==> src/rtl/universal_shift_register.sv <==
// Universal shift register (hold / shift right / shift left / parallel load) with a word counter.
// Optional rotate mode is compiled in when USR_ROTATE_EN is defined.
module universal_shift_register #(
  parameter int               WIDTH       = 8,
  parameter logic [WIDTH-1:0] RESET_VALUE = {WIDTH{1'b0}},
  localparam int              CW          = $clog2(WIDTH + 1)
) (
  input  logic             clk,
  input  logic             reset,
  input  logic             en,
  input  logic [1:0]       mode,
  input  logic             sin_r,
  input  logic             sin_l,
  input  logic             rot,
  input  logic [WIDTH-1:0] d,
  output logic [WIDTH-1:0] q,
  output logic             sout_r,
  output logic             sout_l,
  output logic [CW-1:0]    cnt,
  output logic             word_done
);

  localparam logic [1:0] MODE_HOLD  = 2'b00;
  localparam logic [1:0] MODE_RIGHT = 2'b01;
  localparam logic [1:0] MODE_LEFT  = 2'b10;
  localparam logic [1:0] MODE_LOAD  = 2'b11;

  logic [WIDTH-1:0] shift_q, shift_d;
  logic [CW-1:0]    cnt_q, cnt_d;
  logic             word_done_q, word_done_d;
  logic             in_r, in_l;
  logic             is_shift;

`ifdef USR_ROTATE_EN
  // Rotating feeds the bit falling off the far end back into the vacated position.
  assign in_r = rot ? shift_q[0]       : sin_r;
  assign in_l = rot ? shift_q[WIDTH-1] : sin_l;
`else
  logic unused_rot;
  assign unused_rot = rot;
  assign in_r       = sin_r;
  assign in_l       = sin_l;
`endif

  assign is_shift = en && ((mode == MODE_RIGHT) || (mode == MODE_LEFT));

  always_comb begin
    shift_d     = shift_q;
    cnt_d       = cnt_q;
    word_done_d = 1'b0;
    if (en) begin
      case (mode)
        MODE_HOLD:  shift_d = shift_q;
        MODE_RIGHT: shift_d = {in_r, shift_q[WIDTH-1:1]};
        MODE_LEFT:  shift_d = {shift_q[WIDTH-2:0], in_l};
        MODE_LOAD: begin
          shift_d = d;
          cnt_d   = '0;
        end
        default:    shift_d = shift_q;
      endcase
    end
    // Both directions advance the same counter; the WIDTH-th shift wraps it and pulses word_done.
    if (is_shift) begin
      if (cnt_q == CW'(WIDTH - 1)) begin
        cnt_d       = '0;
        word_done_d = 1'b1;
      end else begin
        cnt_d = cnt_q + CW'(1);
      end
    end
  end

  always_ff @(posedge clk or posedge reset) begin
    if (reset) begin
      shift_q     <= RESET_VALUE;
      cnt_q       <= '0;
      word_done_q <= 1'b0;
    end else begin
      shift_q     <= shift_d;
      cnt_q       <= cnt_d;
      word_done_q <= word_done_d;
    end
  end

  assign q         = shift_q;
  assign cnt       = cnt_q;
  assign word_done = word_done_q;
  assign sout_r    = shift_q[0];
  assign sout_l    = shift_q[WIDTH-1];

endmodule

==> config.mk <==
export PLATFORM = sky130hd
export DESIGN_NAME = universal_shift_register
export DESIGN_NICKNAME = d
export VERILOG_FILES = /design/src/rtl/universal_shift_register.sv
export SDC_FILE = /design/constraint.sdc
export NUM_CORES = 1
export LEC_CHECK = 0
export BUFFER_PORTS_ARGS = -buffer_cell sky130_fd_sc_hd__buf_2
export CAP_MARGIN = 10
export CELL_PAD_IN_SITES_DETAIL_PLACEMENT = 1
export CELL_PAD_IN_SITES_GLOBAL_PLACEMENT = 2
export CORE_MARGIN = 3
export CORE_UTILIZATION = 25
export CTS_CLUSTER_SIZE = 16
export DETAILED_ROUTE_END_ITERATION = 7
export GPL_TIMING_DRIVEN = 0
export PLACE_DENSITY_LB_ADDON = 0.1
export RECOVER_POWER = 25
export SLEW_MARGIN = 5
export SYNTH_ARGS = -nofsm -noshare
export SYNTH_HDL_FRONTEND = slang
export SYNTH_SLANG_ARGS = --single-unit
==> constraint.sdc <==
create_clock -name clk -period 1.4 [get_ports clk]
set_input_delay 0.07 -clock clk [delete_from_list [all_inputs] [get_ports clk]]
set_output_delay 0.07 -clock clk [all_outputs]
set_load 0.01 [all_outputs]
; Word-level counts from Yosys, hierarchy flattened
; Index checks and enable logic that the tools add are counted.
[word_totals]
regBits = 13
word_cells = 23
[classes]
add_sub_neg = 1
n_eq_ne = 4
n_mux = 7
n_bitwise = 1
n_reduce_logical = 7
[ops]
columns = operator, n
row1 = $pmux 8 s3, 1
row2 = $mux 4, 4
row3 = $add 4x1->4 const B, 1
row4 = $eq 2x2->1 const B, 2
row5 = $eq 4x3->1 const B, 1
row6 = $reduce_and 2->1, 2
row7 = $reduce_bool 2->1, 2
row8 = $eq 2x1->1 const B, 1
row9 = $logic_not 2->1, 1
row10 = $mux 1, 2
row11 = $logic_and 1x1->1, 1
row12 = $logic_or 1x1->1, 1
row13 = $not 1->1, 1

; Depth between registers and ports, before layout
[depth]
word_depth = 5
ltp_mapped = 6
depth_no_buf = 5

; Least setup slack after synthesis
; Ideal clock, no wire load.
[synth_path]
kind = register -> register
start = register cnt_q[0], in the netlist cnt[0]
end = register cnt_q[3], in the netlist cnt[3]
arrival_ps = 1242
t_required_ps = 1331
slack_ps = 90
path_stages_with_launch = 4
period_less_slack_ps = 1310
path_cell_list = dfrtp_1 ha_1 or4_1 nand3_1
[synth_via]
elab_chain_cells = 3
[synth_lines]
columns = element, line_no
row1 = from (decl), 29  ; logic [CW-1:0] cnt_q, cnt_d;
row2 = from (signal assigned), 81  ; cnt_q <= cnt_d;
row3 = $add 4x1->4 / $eq 4x3->1 (equally long branches), "69, 65"
row4 = $mux 4 (*), 65  ; if (cnt_q == CW'(WIDTH - 1)) begin
row5 = $mux 4 (*), 64  ; if (is_shift) begin
; Every way passes the cells marked *; elsewhere a longest branch is shown, timed or not.
; A chain may end at the register's enable or synchronous reset.

; Worst setup path after layout
; Ends and elaborated chain as after synthesis.

==> impl_metrics.csv <==
group,metric,value,unit
run_status,status,"finished, final reports clean",
routing,drc,0,
synth,ys_seq_elements,13,
min_path,worstHoldPathCells,3,
timing,worstMarginPinSlew,0.528,ns
timing,timing.final.crit_share,95.4,%
layout,drive_gt1_share,34.2,%
global_route,grt_max_degree,14,
routing,firstDrtPassIters,2,
timing,setup_tns,0,ns
clock_network,insertion_delay,0.27,ns
layout,diodes,0,
timing,fin_skew,0.00783,ns
timing,grt_setup_unrepaired,"no",
timing,min_period,1.34,ns
die,initial_core_util,27.4,%
clock_network,cts.clk_slew.worst_paths,0.09,ns
run,maxCapViolCount,0,
critical_path,crit_path_start_kind,"register",
routing,totalWireLength,1890,um
timing,setup_ws,0.0645,ns
critical_path,cp.required,1.60,ns
layout,final_common_cell,"buf_2",
synth,syn_inst,76,
routing,final_antenna_net_count,0,
layout,final_nets,132,
critical_path,worstPathMaxFanout,4,
layout,final_cell_mix,"buf_2 (30), dfrtp_1 (13), nand2_1 (11)",
synth,ys_top_cells_by_area,"dfrtp_1 (46%), a22o_1 (11%), ha_1 (7.1%)",
routing,wire_per_inst,13.4,um
timing,fmax,0.749,GHz
pwr,p_leak,0.481,nW
synth,syn_area,703,um2
clock_network,clockBufferDepth,2,
placement,routabilityCongestion,0.653,
routing,dr.first_iter.drc_count,13,
critical_path,arrival,1.54,ns
timing,hold_viol_final,0,
synth,yosys_warnings,0,
critical_path,cpPeakStageDelay,0.52,ns
die,fp.dieH,59.0,um
critical_path,slowest_stage,"or4_1",
die,core,2570,um2
global_route,grt_pass1_vias,723,
timing,drv_slew,0,
pwr,power_density,1340,nW/um2
clock_network,htreeDepth,1,
layout,syn_to_final_growth,32.2,%
global_route,grt_overflow,0,
pwr,ir_worst_vdd,0.623,mV
timing,setup_viol,0,
clock_network,cts_sinks,13,
placement,hpwlAfterDp,1470,um
synth,yosysTopAreaCell,"dfrtp_1",
synth,ys_types,20,
die,rows,18,
synth,yosysSeqAreaShare,46.3,%
placement,io_buffers,29,
global_route,grt_usage,12.2,%
synth,synth_area_per_cell,9.25,um2
placement,pre_cts_slack,0.000234,ns
critical_path,r2r_slack,0.06,ns
min_path,hp-class,"in -> reg",
clock_network,cts_tree,"built",
die,ios,31,
critical_path,path_cells,"ha_1 -> or4_1 -> nand3_1",
layout,multi_input_area,335,um2
clock_network,cts_made_buffers,3,
clock_network,cts_root_buf,"clkbuf_4",
critical_path,worst-setup-path-type,"reg -> reg",
critical_path,rr_worst_depth,3,
routing,vias,686,
die,die_x,59.0,um
global_route,grt_pass1_wl,3240,um
critical_path,end_kind,"register",
global_route,antenna_found_initial,0,
die,die_area,3490,um2
layout,regArea,325,um2
synth,syn_nets,96,
routing,via_per_inst,4.87,
synth,yosys.area.top_type_share,46.3,%
layout,nFillCells,334,
timing,relSlewSlack,64.8,%
[routing by layer]
metal	track usage [%]	wire length, um	up-vias
met2	19.9	898	19
met1	15.7	859	321
li1	-	-	344
met4	4.85	18	0
met5	0	0	-
met3	2.83	118	2
[cells in the mapped netlist]
library cell,count
a21oi_1,8
nand2b_1,1
inv_1,4
or4_1,1
a32o_1,1
buf_2,1
clkbuf_1,2
nor3_1,1
dfrtp_1,13
nand3b_1,1
ha_1,4
nand2_2,1
o31ai_1,1
nor2_2,1
o21ai_0,10
a22o_1,9
nand3_1,3
buf_4,2
nor2_1,1
nand2_1,11
[worst max-delay path: cells and delay by family, from the launching register on]
kind	cells	cell delay, ns
fa+ha+maj	1	0.25
simple gates	2	0.60
flops	1	0.43
[where the power goes]
| group | leakage (nW) | switching, mW | internal (mW) |
|---|---|---|---|
| clock | 0.0150 | 0.122 | 0.110 |
| combinational | 0.301 | 0.221 | 0.213 |
| sequential | 0.165 | 0.110 | 0.471 |
[path summary, 6_finish.rpt]
check	end	startpoint
hold / removal	q[7]	sin_r
setup / recovery	cnt[3]	cnt[0]
min in group asynchronous	q[3]	reset
hold reg to reg	q[0]	q[0]
setup reg to reg	cnt[3]	cnt[0]
max in group asynchronous	q[0]	reset
[per-stage QoR]
stage | instances | hold slack (ns) | total power [mW] | cell area, um2 | utilization [%]
4_1_cts | 140 | 0.0876 | 1.26 | 922 | 35.9
2_1_floorplan | 76 | -0.0530 | 0.827 | 703 | -
6_report | 141 | 0.0929 | 1.25 | 930 | 36.2
3_3_place_gp | 135 | 0.136 | 1.01 | 886 | 34.5
5_1_grt | 141 | 0.114 | 1.36 | 930 | 36.2
3_5_place_dp | 135 | 0.137 | 1.02 | 886 | 34.5
[flip-flops by register name, indices dropped and copies added, names as in the netlist]
signal / count
q: 8
cnt: 4
word_done: 1
[area by class of cell]
cell class	count	area share (%)
Sequential cell	13	35.0
Inverter	4	1.62
Tap cell	30	4.04
Buffer	5	2.96
Multi-Input combinational cell	54	36.1
Timing Repair Buffer	31	17.5
Clock buffer	4	2.83
[cell families (layout without fill, tap and decap cells)]
group,Yosys count,after routing,share of synthesized area [%]
AOI/OAI and AO/OA,29,29,26.5
and+or+nand+nor,21,21,14.1
DFF,13,13,46.3
buffers and inverters,9,44,6.05
adders and majority gates,4,4,7.12
[repair_timing]
item,CTS,global route
endpoints found under the setup margin,0,1
endpoints found under the hold margin,13,0
buffers inserted,0,1
resized for setup,0,0
hold buffers,1,0
Power figures use the tool's default switching activity.
